File: src/rtl/mem_wb_stage.sv
// MEM/WB pipeline stage: load extraction, writeback-source select, valid/ready
// handshake with an optional skid entry, flush and a retired-instruction counter.
module mem_wb_stage #(
    parameter int XLEN       = 32,
    parameter int REG_ADDR_W = 5,
    parameter int SKID_EN    = 1,
    parameter int CNT_W      = 32
) (
    input  logic                  clk,
    input  logic                  rst,
    input  logic                  flush,
    input  logic                  in_valid,
    output logic                  in_ready,
    input  logic [XLEN-1:0]       in_read_data,
    input  logic [XLEN-1:0]       in_alu_result,
    input  logic [XLEN-1:0]       in_pc_plus4,
    input  logic [REG_ADDR_W-1:0] in_rd,
    input  logic                  in_reg_write,
    input  logic [1:0]            in_wb_sel,
    input  logic [2:0]            in_funct3,
    output logic                  out_valid,
    input  logic                  out_ready,
    output logic [REG_ADDR_W-1:0] out_rd,
    output logic [XLEN-1:0]       out_wb_data,
    output logic                  out_reg_write,
    output logic                  out_misalign,
    output logic [CNT_W-1:0]      retire_count
);

    localparam int OFF_W = (XLEN == 64) ? 3 : 2;

    logic [OFF_W-1:0] w_off;
    logic [7:0]       w_byte;
    logic [15:0]      w_half;
    logic [XLEN-1:0]  w_wordSext;
    logic [XLEN-1:0]  w_wordZext;
    logic [XLEN-1:0]  w_loadData;
    logic [XLEN-1:0]  w_result;
    logic             w_misalign;
    logic             w_regWrite;
    logic             w_capture;
    logic             w_outFire;

    assign w_off  = in_alu_result[OFF_W-1:0];
    assign w_byte = in_read_data[{w_off, 3'b000} +: 8];
    assign w_half = in_read_data[{w_off[OFF_W-1:1], 4'b0000} +: 16];

    // Word loads only pick a lane on a 64-bit datapath; on 32 bits the word is the whole bus.
    generate
        if (XLEN == 64) begin : g_word64
            logic [31:0] w_word;
            assign w_word     = in_read_data[{w_off[2], 5'b00000} +: 32];
            assign w_wordSext = {{(XLEN-32){w_word[31]}}, w_word};
            assign w_wordZext = {{(XLEN-32){1'b0}}, w_word};
        end else begin : g_word32
            assign w_wordSext = in_read_data;
            assign w_wordZext = in_read_data;
        end
    endgenerate

    always_comb begin
        w_loadData = in_read_data;
        w_misalign = 1'b0;
        case (in_funct3)
            3'b000: w_loadData = {{(XLEN-8){w_byte[7]}}, w_byte};
            3'b001: begin
                w_loadData = {{(XLEN-16){w_half[15]}}, w_half};
                w_misalign = w_off[0];
            end
            3'b100: w_loadData = {{(XLEN-8){1'b0}}, w_byte};
            3'b101: begin
                w_loadData = {{(XLEN-16){1'b0}}, w_half};
                w_misalign = w_off[0];
            end
            3'b010: begin
                w_loadData = w_wordSext;
                w_misalign = |w_off[1:0];
            end
            3'b110: begin
                w_loadData = w_wordZext;
                w_misalign = |w_off[1:0];
            end
            3'b011: w_misalign = (XLEN == 64) && (|w_off);
            default: w_loadData = in_read_data;
        endcase
        case (in_wb_sel)
            2'b01:   w_result = w_loadData;
            2'b10:   w_result = in_pc_plus4;
            default: w_result = in_alu_result;
        endcase
        if (in_wb_sel != 2'b01) begin
            w_misalign = 1'b0;
        end
    end

    assign w_regWrite = in_reg_write && (in_rd != '0);

    logic                  r_outValid;
    logic [REG_ADDR_W-1:0] r_outRd;
    logic [XLEN-1:0]       r_outData;
    logic                  r_outRegWr;
    logic                  r_outMis;
    logic                  r_skidValid;
    logic [REG_ADDR_W-1:0] r_skidRd;
    logic [XLEN-1:0]       r_skidData;
    logic                  r_skidRegWr;
    logic                  r_skidMis;
    logic [CNT_W-1:0]      r_retireCount;

    assign in_ready  = (SKID_EN != 0) ? ~r_skidValid : (out_ready | ~r_outValid);
    assign w_capture = in_valid & in_ready;
    assign w_outFire = r_outValid & out_ready;

    // Output register refills from the skid entry first so bundle order is preserved.
    always_ff @(posedge clk or posedge rst) begin
        if (rst) begin
            r_outValid    <= 1'b0;
            r_outRd       <= '0;
            r_outData     <= '0;
            r_outRegWr    <= 1'b0;
            r_outMis      <= 1'b0;
            r_skidValid   <= 1'b0;
            r_skidRd      <= '0;
            r_skidData    <= '0;
            r_skidRegWr   <= 1'b0;
            r_skidMis     <= 1'b0;
            r_retireCount <= '0;
        end else begin
            r_retireCount <= r_retireCount + {{(CNT_W-1){1'b0}}, w_outFire};
            if (flush) begin
                r_outValid  <= 1'b0;
                r_outRegWr  <= 1'b0;
                r_skidValid <= 1'b0;
            end else if (w_outFire || !r_outValid) begin
                if (r_skidValid) begin
                    r_outValid  <= 1'b1;
                    r_outRd     <= r_skidRd;
                    r_outData   <= r_skidData;
                    r_outRegWr  <= r_skidRegWr;
                    r_outMis    <= r_skidMis;
                    r_skidValid <= 1'b0;
                end else if (w_capture) begin
                    r_outValid <= 1'b1;
                    r_outRd    <= in_rd;
                    r_outData  <= w_result;
                    r_outRegWr <= w_regWrite;
                    r_outMis   <= w_misalign;
                end else begin
                    r_outValid <= 1'b0;
                    r_outRegWr <= 1'b0;
                end
            end else if (w_capture) begin
                r_skidValid <= 1'b1;
                r_skidRd    <= in_rd;
                r_skidData  <= w_result;
                r_skidRegWr <= w_regWrite;
                r_skidMis   <= w_misalign;
            end
        end
    end

    assign out_valid     = r_outValid;
    assign out_rd        = r_outRd;
    assign out_wb_data   = r_outData;
    assign out_reg_write = r_outValid & r_outRegWr;
    assign out_misalign  = r_outMis;
    assign retire_count  = r_retireCount;

endmodule

File: config.mk
export PLATFORM = sky130hd
export DESIGN_NAME = mem_wb_stage
export DESIGN_NICKNAME = d
export VERILOG_FILES = /design/src/rtl/mem_wb_stage.sv
export SDC_FILE = /design/constraint.sdc
export NUM_CORES = 1
export LEC_CHECK = 0
export ABC_AREA = 1
export BUFFER_PORTS_ARGS = -buffer_cell sky130_fd_sc_hd__buf_2
export CAP_MARGIN = 20
export CORE_MARGIN = 2
export CORE_UTILIZATION = 40
export DETAILED_ROUTE_END_ITERATION = 8
export GPL_ROUTABILITY_DRIVEN = 0
export PLACE_DENSITY = 0.66
export REMOVE_ABC_BUFFERS = 1
export SLEW_MARGIN = 40
export SYNTH_ARGS = -nofsm -noshare
export SYNTH_HDL_FRONTEND = slang
export SYNTH_SLANG_ARGS = --single-unit
File: constraint.sdc
create_clock -name clk -period 6.18 [get_ports clk]
set_clock_uncertainty 0.15 [all_clocks]
set_input_delay 0.618 -clock clk [delete_from_list [all_inputs] [get_ports clk]]
set_output_delay 0.618 -clock clk [all_outputs]
set_load 0.03 [all_outputs]
# ---- Word level (Yosys, flattened, before mapping)
# Cells that the tools add are included.
dict set report classes {
  n_mux 21
  div 0
  n_shift 2
  n_eq_ne 8
  bitwise_logic 6
  add_sub_neg 1
  mul 0
  magnitude_cmp 0
  n_reduce_logical 13
}
# op count
set op_table {}
lappend op_table {{$pmux 32 s4} 1}
lappend op_table {{$mux 32} 2}
lappend op_table {{$pmux 32 s2} 1}
lappend op_table {{$add 32x1->32} 1}
lappend op_table {{$shiftx 32x6->16} 1}
lappend op_table {{$shiftx 32x6->8} 1}
lappend op_table {{$mux 1} 14}
lappend op_table {{$mux 5} 2}
lappend op_table {{$eq 3x3->1 const B} 3}
lappend op_table {{$reduce_and 3->1} 2}
lappend op_table {{$reduce_or 2->1} 3}
lappend op_table {{$reduce_bool 5->1} 1}
lappend op_table {{$reduce_bool 2->1} 2}
lappend op_table {{$and 1x1->1} 3}
lappend op_table {{$eq 3x1->1 const B} 1}
lappend op_table {{$eq 3x2->1 const B} 1}
lappend op_table {{$logic_not 3->1} 1}
lappend op_table {{$not 1->1} 3}
lappend op_table {{$reduce_bool 3->1} 1}
lappend op_table {{$eq 2x1->1 const B} 1}
lappend op_table {{$eq 2x2->1 const B} 1}
lappend op_table {{$ne 2x1->1 const B} 1}
lappend op_table {{$pmux 1 s2} 1}
lappend op_table {{$logic_and 1x1->1} 1}
lappend op_table {{other kinds (2)} 2}
dict set report word_totals {
  in_bits 112
  latchBits 0
  register_bits 112
  out_inout_bits 73
  n_memories 0
  mem_bits_rw 0
  romBits 0
}

# ---- Longest topological paths before layout
# Gate-level depths: netlist (run 1).
dict set report logic_depth {
  depth_word 6
  mapped_depth 15
  mapped_depth_nobuf 13
}

# ---- Worst setup path after synthesis (run 1)
# Ideal clock, no wire load.
dict set report synth_path {
  kind {in2reg}
  start {input out_ready}
  end {register r_retireCount[28] (netlist: retire_count[28])}
  required_time_ps 5908
  arrival_ps 1972
  path_stages 12
  setup_time_ps 122
  path_slack_ps 3936
  cell_sequence {nand2_1 > inv_1 > ha_1 > ha_1 > nand3_2 > inv_2 > nand2_2 > nor2_2 > nand4_1 > nor2_1 > nand2_1 > xor2_1}
}
dict set report synth_via {
  elab_chain_cells 2
}
# element line
set synth_rtl {}
lappend synth_rtl {{from (decl)} 22} ;# input logic out_ready,
lappend synth_rtl {{$and 1x1->1} 112} ;# assign w_outFire = r_outValid & out_ready;
lappend synth_rtl {{$add 32x1->32} 129} ;# r_retireCount <= r_retireCount + {{(CNT_W-1){1'b0}}, w_outFire};
lappend synth_rtl {{to (signal assigned)} 129}
lappend synth_rtl {{to (decl)} 108} ;# logic [CNT_W-1:0] r_retireCount;
# No other way between the ends.
# A chain may end at the register's enable or synchronous reset.

# ---- Worst setup path in the final report (run 1)
dict set report layout_path {
  start {input in_funct3[1]}
  end {register r_outData[27] (netlist: out_wb_data[27])}
}
dict set report layout_via {
  elab_chain_cells 5
  elab_cells_between_ends 8
  cone_classes {eq/ne: 3; mux: 4; reduce/logical: 1}
}
# element line
set layout_rtl {}
lappend layout_rtl {{from (decl)} 20} ;# input logic [2:0] in_funct3,
lappend layout_rtl {{$eq 3x3->1, or another cell as far along} 64} ;# case (in_funct3)
lappend layout_rtl {{$pmux 32 s4 *} 64}
lappend layout_rtl {{$pmux 32 s2 *} 86} ;# case (in_wb_sel)
lappend layout_rtl {{$mux 32 *} 142} ;# end else if (w_capture) begin
lappend layout_rtl {{$mux 32 *} 135} ;# if (r_skidValid) begin
lappend layout_rtl {{to (signal assigned)} 138} ;# r_outData <= r_skidData;
lappend layout_rtl {{to (signal assigned)} 145} ;# r_outData <= w_result;
lappend layout_rtl {{to (decl)} 100} ;# logic [XLEN-1:0] r_outData;
# Every way passes the cells marked *; elsewhere a longest branch is shown, timed or not. The select of a mux whose other input is x is not followed.

==> key figures, run 1 <==
Global routing
  – Tot GR Track Use: 0.2179
  – M3 GR Usage: 0.04845
  – Grt total ovfl: 0
  – First-pass GRT wire length: approximately 29000 um
  – Initial antenna violation count: 5
  – Vias in the first global route: 5655
  – Pin count of the biggest net entering global routing: 79
  – Met2 usage: 0.3301
  – Met1 Usage GRT: 0.3105
  – GRT busiest layer: met2

STA
  – Worst Tran Pin Value: about 750 ps
  – Final setup vio count: 0
  – Final Critical Period: between 2000 and 3000 ps
  – RSZ-0062 raised after global routing: false
  – Highest clock rate: just under 400 MHz
  – Final hold violations: 0
  – Slew headroom: 0.4973
  – Slew Limit Fails: 0
  – Period utilization: 0.4077
  – Setup TNS Final: 0 ps

Routing
  – Final ANT Viol Nets: 0
  – DRT iter0 DRCs: between 400 and 500
  – Vias per std cell: a little under 5
  – Drt drc: 0
  – Routed WL: between 15000 and 20000 um
  – Vias: about 6300
  – Routed length per instance: approximately 14 um
  – 1st-pass router iterations: 5

Power
  – Pleak: roughly 4.4 nW
  – Pwr Density: about 280 mW/mm^2
  – Tot Pwr: between 2 and 2.5 mW
  – Worst VDD drop: ~0.18 mV

Yosys
  – Ys Warns: 0
  – Largest area contributor in the netlist: dfrtp_1
  – Cell variety after synth: 31
  – Seq/Total Area, Yosys: 0.4345
  – Most used DFF post-synth: dfrtp_1
  – Synth top area share: 0.4345
  – Syn Inst Count: 915
  – Number of synthesized register bits: approximately 110
  – Synth top area cells: dfrtp_1 (43%), nand2_1 (19%), nor2_1 (6.8%)
  – Synth Cell Area: approximately 0.0064 mm^2
  – Fraction of registers with async set/reset: 1.000
  – Post-synth EDFFs: 0
  – Avg Inst Size Synth: 7.049 um^2

Worst setup path
  – Reg-to-reg slack, setup: roughly 4000 ps
  – WP buf/inv: 4
  – CP Launch Type: primary input
  – Crit path DAT: between 2000 and 3000 ps
  – CP max FO: 25
  – Worst-case reg-to-reg path depth: 12
  – R2R Path Start: out_valid
  – Worst R2R End: retire_count[28]
  – Cell family with most CP delay: simple AND/OR/NAND/NOR gates
  – Crit path from: in_funct3[1]
  – Crit-path cells: buf_2, inv_1, ha_1, inv_4, nand2_4, inv_2, a21oi_2, nand2_4, nand2_1, nand2_1, o21ai_0, nand2_1, nand2_1, nand2_1
  – Critical Path RT: roughly 6300 ps
  – CP peak stage delay: 400 ps
  – Setup crit end kind: flip-flop
  – CP max stage cell: ha_1
  – Crit Path Class: primary input to flip-flop
  – Crit path top cell by count: nand2_1

Job
  – Max-cap viol count: 0

Clock network
  – Total setup buffers inserted after CTS: 0
  – Root Buffer: clkbuf_16
  – Sink Count: roughly 110
  – CTS HTree Levels: 3
  – Clock Latency Late Sink: between 300 and 400 ps
  – Gates resized, CTS repair: 0
  – Max Root-Sink Buffers: 2
  – # hold bufs at CTS: 0
  – Reg clk slew, reported paths: 80 ps
  – TritonCTS buffer count: 9
  – CTS tree: yes

Status
  – Status: completed

Layout
  – Register area: 0.002803 mm^2
  – Area Growth Syn to Fin: 21.57%
  – Share of cells above drive strength 1: 0.2266
  – Leading cell type in the layout, fill and taps excluded: nand2_1
  – Finished Layout Cells: 1295
  – # nets final: between 1000 and 1500
  – Commonest cells after routing, fill and taps aside: nand2_1 (324), buf_2 (184), nor2_1 (116)
  – Area of the multi-input gates: 0.003213 mm^2
  – Filler instances: 1644

Die
  – Core Rows: 46
  – # IOs: ~190
  – Core ar.: 0.01583 mm^2
  – Die Ht: roughly 130 um
  – Die ar.: about 0.017 mm^2
  – Initial Util: 0.4075
  – Die width: approximately 130 um

Place
  – HPWL after DPL: 12910 um
  – Buffers on Ports: around 180
  – Placed cells: roughly 1300

Hold path
  – Hold Path Class: primary input to asynchronous set/reset pin
where the power goes:
group	switching [mW]	leakage, nW	internal (mW)
logic	0.411	2.77	0.193
clock network	0.302	0.165	0.366
registers	0.0883	1.42	0.872
final cells by class:
class                           count  area share
Multi-Input combinational cell    697      0.4098
Antenna cell                        2   0.0006383
Tap cell                          216     0.03447
Sequential cell                   112      0.3574
Inverter                           61     0.03000
Clock inverter                      7     0.01388
Timing Repair Buffer              191      0.1251
Clock buffer                        9     0.02872
worst reg2reg max path, delay by kind of cell, from the launching register on:
family                   cells  cell delay [ps]
buffers and inverters        2              130
flip-flops                   1              380
XOR/XNOR                     1              140
AND/OR/NAND/NOR              7              870
adder cells (fa/ha/maj)      2              430
how the worst max path moves through the flow:
stage | end | slack, ps | depth (start not counted)
after floorplan | out_misalign | 2450 | 1
after global routing | out_wb_data[27] | 3440 | 14
final | out_wb_data[27] | 3660 | 14
after CTS | in_ready | 3640 | 2
after global placement | out_wb_data[30] | 3380 | 14
after detailed placement | out_wb_data[27] | 3290 | 14
state kept, by name, summed over array words and instances, names as in the netlist:
register / count
r_skidRegWr: 1
out_rd: 5
out_valid: 1
retire_count: 32
out_wb_data: 32
r_outRegWr: 1
out_misalign: 1
r_skidValid: 1
r_skidData: 32
r_skidMis: 1
r_skidRd: 5
metal layers:
layer	wire length (um)	part of all wire
met5	27	0.0015
met4	419	0.023
met3	1201	0.065
met2	8151	0.44
met1	8623	0.47
synthesized netlist by cell type (all sizes together) (7+ instances only):
| cell | number |
|---|---|
| xor2 | 23 |
| nand4 | 8 |
| a21oi | 57 |
| xnor2 | 7 |
| buf | 19 |
| nor2 | 122 |
| clkbuf | 26 |
| o21ai | 100 |
| nand2 | 330 |
| ha | 7 |
| nor3 | 12 |
| nand3 | 26 |
| dfrtp | 112 |
| inv | 61 |
cell families after synthesis:
kind of cell | after synthesis | synth area share
adder cells (fa/ha/maj) | 7 | 0.01358
AO/OA/AOI/OAI | 159 | 0.1306
XOR/XNOR | 30 | 0.04074
buffers and inverters | 106 | 0.06809
flip-flops | 112 | 0.4345
AND/OR/NAND/NOR | 501 | 0.3125
metrics by stage:
step	hold slack [ps]	area, um^2	utilization	worst slack [ps]
floorplan	297.8	6242	-	2453
global route	238.3	7841	0.4954	3437
detailed placement	310.3	7493	0.4734	3288
CTS	206.8	7828	0.4945	3643
finish	173.9	7841	0.4954	3660
global placement	303.4	7493	0.4734	3384
No activity file was read; power rests on OpenSTA's default activity.
==> inputs of run 2 (changes only) <==
Settings changed: PLACE_DENSITY 0.66 to 0.69.
Clock period 6.18 ns to 2 ns, I/O delays scaled along.
==> run 2 against run 1 <==
Against the previous run:
- hold slack worse by 170 ps
- combinational power grew to 3.3 times the previous value
- via count is 2.5% higher
- count of clock-buffer cells in the layout unchanged
- register-to-register slack lost 3900 ps
- global-route usage is essentially flat
- critical path depth is 2 lower
==> key figures, run 2 (synthesis gave the netlist of run 1 again) <==
Status
  – Status: completed

Routing
  – Routed WL: around 18000 um
  – DRT iter0 DRCs: 366
  – Routed length per instance: roughly 14 um
  – Drt drc: 0
  – 1st-pass router iterations: 5
  – Final ANT Viol Nets: 0
  – Vias: 6445
  – Vias per std cell: 4.853

Clock network
  – Max Root-Sink Buffers: 2
  – Reg clk slew, reported paths: around 80 ps
  – Root Buffer: clkbuf_16
  – CTS HTree Levels: 3
  – Clock Latency Late Sink: between 300 and 400 ps
  – CTS tree: yes
  – TritonCTS buffer count: 9
  – Sink Count: around 110

Global routing
  – First-pass GRT wire length: between 20000 and 30000 um
  – Tot GR Track Use: 0.2175
  – Grt total ovfl: 0
  – Pin count of the biggest net entering global routing: 113
  – Initial antenna violation count: 1
  – Vias in the first global route: roughly 6000

Power
  – Sw power: between 2 and 3 mW
  – Pleak: ~4.6 nW
  – Worst VDD drop: between 0.6 and 0.7 mV
  – P_int: between 4 and 5 mW
  – Sw frac: 0.3630
  – Clk pwr share: 0.282
  – Share of power burned in combinational logic: 0.287
  – Seq pwr share: 0.431
  – Pwr Density: 833.8 mW/mm^2

Place
  – Buffers on Ports: about 180
  – Placed inst area: 0.007719 mm^2
  – HPWL after DPL: 13070 um

STA
  – Period utilization: 0.9552
  – Slew Limit Fails: 0
  – Final Critical Period: between 1500 and 2000 ps
  – Setup TNS Final: 0 ps
  – Highest clock rate: approximately 520 MHz
  – Final setup vio count: 0
  – Worst Tran Pin Value: ~600 ps
  – Slew headroom: 0.6022
  – Worst hold margin: ~7.7 ps
  – Final hold violations: 0

Worst setup path
  – Setup crit end kind: flip-flop
  – Crit Path Class: flip-flop to flip-flop
  – CP max FO: 3
  – CP Launch Type: flip-flop
  – Crit path DAT: 2050 ps
  – Critical Path RT: around 2100 ps

Die
  – # IOs: between 150 and 200
  – Core Rows: 46
  – Core ar.: between 0.015 and 0.02 mm^2
  – Initial Util: 0.4075
  – Die width: 131.0 um
  – Die Ht: approximately 130 um
  – Die ar.: about 0.017 mm^2

Layout
  – Leading cell type in the layout, fill and taps excluded: nand2_1
  – Share of cells above drive strength 1: 0.2428
  – Filler instances: around 1600
  – Fin area: a little over 0.008 mm^2
  – Ant diodes: 0
  – Area Growth Syn to Fin: 28.40%
  – # nets final: between 1000 and 1500
  – Commonest cells after routing, fill and taps aside: nand2_1 (322), buf_2 (184), nor2_1 (113)

Job
  – Max-cap viol count: 0

Hold path
  – Hold Path Class: primary input to flip-flop
==> run 2: cell types whose count changed in the layout (fill, tap and decap cells not counted), sizes merged <==
cell,change
clkinv,+1
bufinv,-1
buf,+19
diode,-2
dlygate4sd3,+16
==> run 2: area by class of cell <==
| cell class | instances | area [um^2] | share of cell area |
|---|---|---|---|
| Multi-Input combinational cell | 697 | 3266 | 0.3943 |
| Sequential cell | 112 | 2803 | 0.3384 |
| Timing Repair Buffer | 226 | 1389 | 0.1677 |
| Tap cell | 216 | 270.3 | 0.03263 |
| Inverter | 61 | 234.0 | 0.02825 |
| Clock buffer | 9 | 225.2 | 0.02719 |
| Clock inverter | 7 | 95.09 | 0.01148 |
==> run 2: critical path: stages, from the launching register on <==
cell and delay [ps]:
dfrtp_1 350, nand2_1 60, inv_1 90, ha_4 150
ha_4 130, nand3_2 70, inv_2 90, nand2_4 80
nor2_4 130, nand4_1 130, nor2_2 150, buf_4 120
xor2_1 130
==> run 2: metrics by stage <==
step | instances | setup WS, ps | total power, mW | utilization
after floorplan | 870 | -1309 | 4.240 | -
after global placement | 1292 | 31.60 | 4.907 | 0.4877
after detailed placement | 1292 | -31.09 | 4.935 | 0.4877
after CTS | 1325 | -7.807 | 6.938 | 0.5188
after global routing | 1328 | -47.29 | 7.335 | 0.5232
final | 1328 | 89.63 | 6.905 | 0.5232
==> run 2: what timing repair did <==
item | in CTS | in global routing
hold buffers | 16 | 0
gates resized for setup | 2 | 10
buffers inserted | 1 | 3
cloned | 0 | 0
hold endpoints to repair | 134 | 0
setup endpoints to repair | 3 | 9
pin swaps | 1 | 3
==> run 2: power by group through the flow <==
| stage | logic [mW] | registers [mW] | clock network (mW) |
|---|---|---|---|
| final | 1.98 | 2.98 | 1.95 |
| after global routing | 2.21 | 3.05 | 2.08 |
| after CTS | 1.97 | 2.97 | 2.00 |
| after detailed placement | 1.93 | 3.00 | 0 |
| after global placement | 1.91 | 3.00 | 0 |
| after floorplan | 0.819 | 3.42 | 0 |
==> run 2: worst paths after layout <==
kind                                  startpoint               end  slack, ps  cells past startpoint
max in group asynchronous                    rst   out_wb_data[10]        870                      4
worst max register to register         out_valid  retire_count[24]         90                     12
worst max-delay path                   out_valid  retire_count[24]         90                     12
min in group asynchronous                    rst   retire_count[6]        390                      4
worst min-delay path                    in_rd[2]       r_skidRd[2]          8                      3
worst min register to register  retire_count[31]  retire_count[31]        320                      1
==> run 2: per-layer routing <==
metal,global-route usage,up-vias,routed length [um]
met5,0,-,16
met4,0.07572,2,398
met3,0.03787,26,1059
met2,0.3548,208,8566
met1,0.2927,2922,8281
li1,-,3287,-
==> inputs of run 3 (changes only) <==
Settings changed: BUFFER_PORTS_ARGS -buffer_cell sky130_fd_sc_hd__buf_2 to -buffer_cell sky130_fd_sc_hd__buf_4.
==> run 3 against run 2 <==
Against the previous run:
- flip-flop and latch count unchanged
- sequential share of layout area down 1.6 points
- sequential power about the same
- core utilization up 2.7 points
- fmax up 2.1%
- register-to-register slack better by 40 ps
- combinational power up 9.6%
- via count down 0.25%
- critical path depth unchanged
- routed wire length up 1.4%
- hold slack worse by 3.8 ps
- critical path type unchanged
==> key figures, run 3 (synthesis gave the netlist of run 1 again) <==
Status
  – Status: completed

Layout
  – Fin area: between 0.008 and 0.009 mm^2
  – Final core occ: 0.5500
  – Commonest cells after routing, fill and taps aside: nand2_1 (322), buf_4 (206), nor2_1 (113)
  – Share of cells above drive strength 1: 0.2462
  – Area Growth Syn to Fin: 34.98%
  – Ant diodes: 0
  – # nets final: ~1200
  – Leading cell type in the layout, fill and taps excluded: nand2_1

STA
  – Slew headroom: 0.6008
  – Period utilization: 0.9358
  – Setup TNS Final: 0 ps
  – Final Worst Setup Slack: 128.4 ps
  – Worst Tran Pin Value: around 600 ps
  – Highest clock rate: 534.3 MHz
  – Final setup vio count: 0
  – RSZ-0062 raised after global routing: true
  – Final hold violations: 0
  – Final Critical Period: between 1500 and 2000 ps
  – Slew Limit Fails: 0

Clock network
  – Reg clk slew, reported paths: ~90 ps
  – Root Buffer: clkbuf_16
  – CTS HTree Levels: 3
  – Clock Latency Late Sink: approximately 360 ps
  – Max Root-Sink Buffers: 2
  – CTS tree: yes
  – TritonCTS buffer count: 9
  – Sink Count: roughly 110

Power
  – Sw frac: 0.3618
  – Pleak: 4.679 nW
  – Clk pwr share: 0.261
  – Seq pwr share: 0.429
  – Pwr Density: roughly 800 mW/mm^2
  – Share of power burned in combinational logic: 0.311
  – P_int: 4.450 mW
  – Sw power: 2.523 mW
  – Worst VDD drop: about 0.63 mV

Worst setup path
  – Crit path from: out_valid
  – CP Launch Type: flip-flop
  – CP max FO: 4
  – Critical Path RT: 2110 ps
  – Setup crit end kind: flip-flop
  – Crit Path Class: flip-flop to flip-flop
  – Crit path DAT: roughly 2000 ps
  – Reg-to-reg slack, setup: 130 ps
  – R2R Path Start: out_valid

Global routing
  – Tot GR Track Use: 0.2199
  – Grt total ovfl: 0
  – Vias in the first global route: 5932
  – Pin count of the biggest net entering global routing: around 110
  – Initial antenna violation count: 0
  – First-pass GRT wire length: between 20000 and 30000 um

Die
  – Die Ht: approximately 130 um
  – # IOs: ~190
  – Die ar.: 0.01716 mm^2
  – Core ar.: approximately 0.016 mm^2
  – Core Rows: between 40 and 50
  – Die width: about 130 um
  – Initial Util: 0.4075

Place
  – Setup WS pre-CTS: -26.07 ps
  – Buffers on Ports: about 180
  – Placed inst area: 0.008154 mm^2
  – HPWL after DPL: between 10000 and 15000 um

Job
  – Max-cap viol count: 0

Hold path
  – Hold Path Class: primary input to flip-flop
  – Worst Min Path Start: in_rd[3]

Routing
  – Drt drc: 0
  – Vias per std cell: a little under 5
  – Routed length per instance: around 14 um
  – Final ANT Viol Nets: 0
  – Routed WL: about 19000 um
  – Vias: about 6400
  – 1st-pass router iterations: 7
  – DRT iter0 DRCs: approximately 370
[run 3: cell types whose count changed in the layout (fill, tap and decap cells not counted), sizes merged]
cell,before,now
clkinvlp,0,2
buf,210,213
inv,65,64
bufinv,1,0
dlygate4sd3,16,14
[run 3: worst paths after layout]
kind / end / cells after the start
setup / recovery: retire_count[31] / 12
hold / removal: r_skidRd[3] / 3
setup reg to reg: retire_count[31] / 12
hold reg to reg: retire_count[31] / 1
max in group asynchronous: out_wb_data[22] / 4
min in group asynchronous: retire_count[2] / 4
[run 3: area by class of cell]
cell class	count	area, um^2
Clock buffer	9	225.2
Clock inverter	7	76.32
Fill cell	1535	7122
Inverter	61	234.0
Multi-Input combinational cell	697	3271
Sequential cell	112	2803
Tap cell	216	270.3
Timing Repair Buffer	227	1827
[run 3: metrics by stage]
stage                     hold slack (ps)  std cells  total power, mW
after detailed placement            266.3       1292            5.133
after global routing                7.594       1329            7.407
after CTS                           1.354       1323            7.004
final                               3.874       1329            6.973
after floorplan                     158.4        870            4.240
after global placement              255.2       1292            5.102
[run 3: power by group through the flow]
stage	clock [mW]	sequential (mW)	combinational [mW]
4_1_cts	1.86	2.98	2.16
6_report	1.82	2.99	2.17
3_3_place_gp	0	3.01	2.10
5_1_grt	1.95	3.05	2.41
3_5_place_dp	0	3.01	2.12
2_1_floorplan	0	3.42	0.819
[run 3: worst max-delay path: stages, from the launching register on]
cell	delay, ps
dfrtp_1	360
nand2_1	60
inv_2	60
ha_4	130
buf_4	110
nand3_2	100
nor2_2	120
nand2_2	110
nor2_4	110
inv_1	60
nor2_2	140
nand2_1	100
xnor2_1	150
[run 3: timing repair]
item,CTS,global route
resized for setup,3,11
endpoints found under the setup margin,2,10
pin swaps,1,6
endpoints found under the hold margin,131,0
buffers inserted,1,6
gates cloned,0,0
hold buffers,14,0
[run 3: per-layer routing]
metal | wire length, um | track usage | share of wire
met1 | 8461 | 0.3048 | 0.46
met2 | 8464 | 0.3441 | 0.46
met3 | 1105 | 0.03787 | 0.059
met4 | 554 | 0.08511 | 0.030
met5 | 0 | 0 | 0
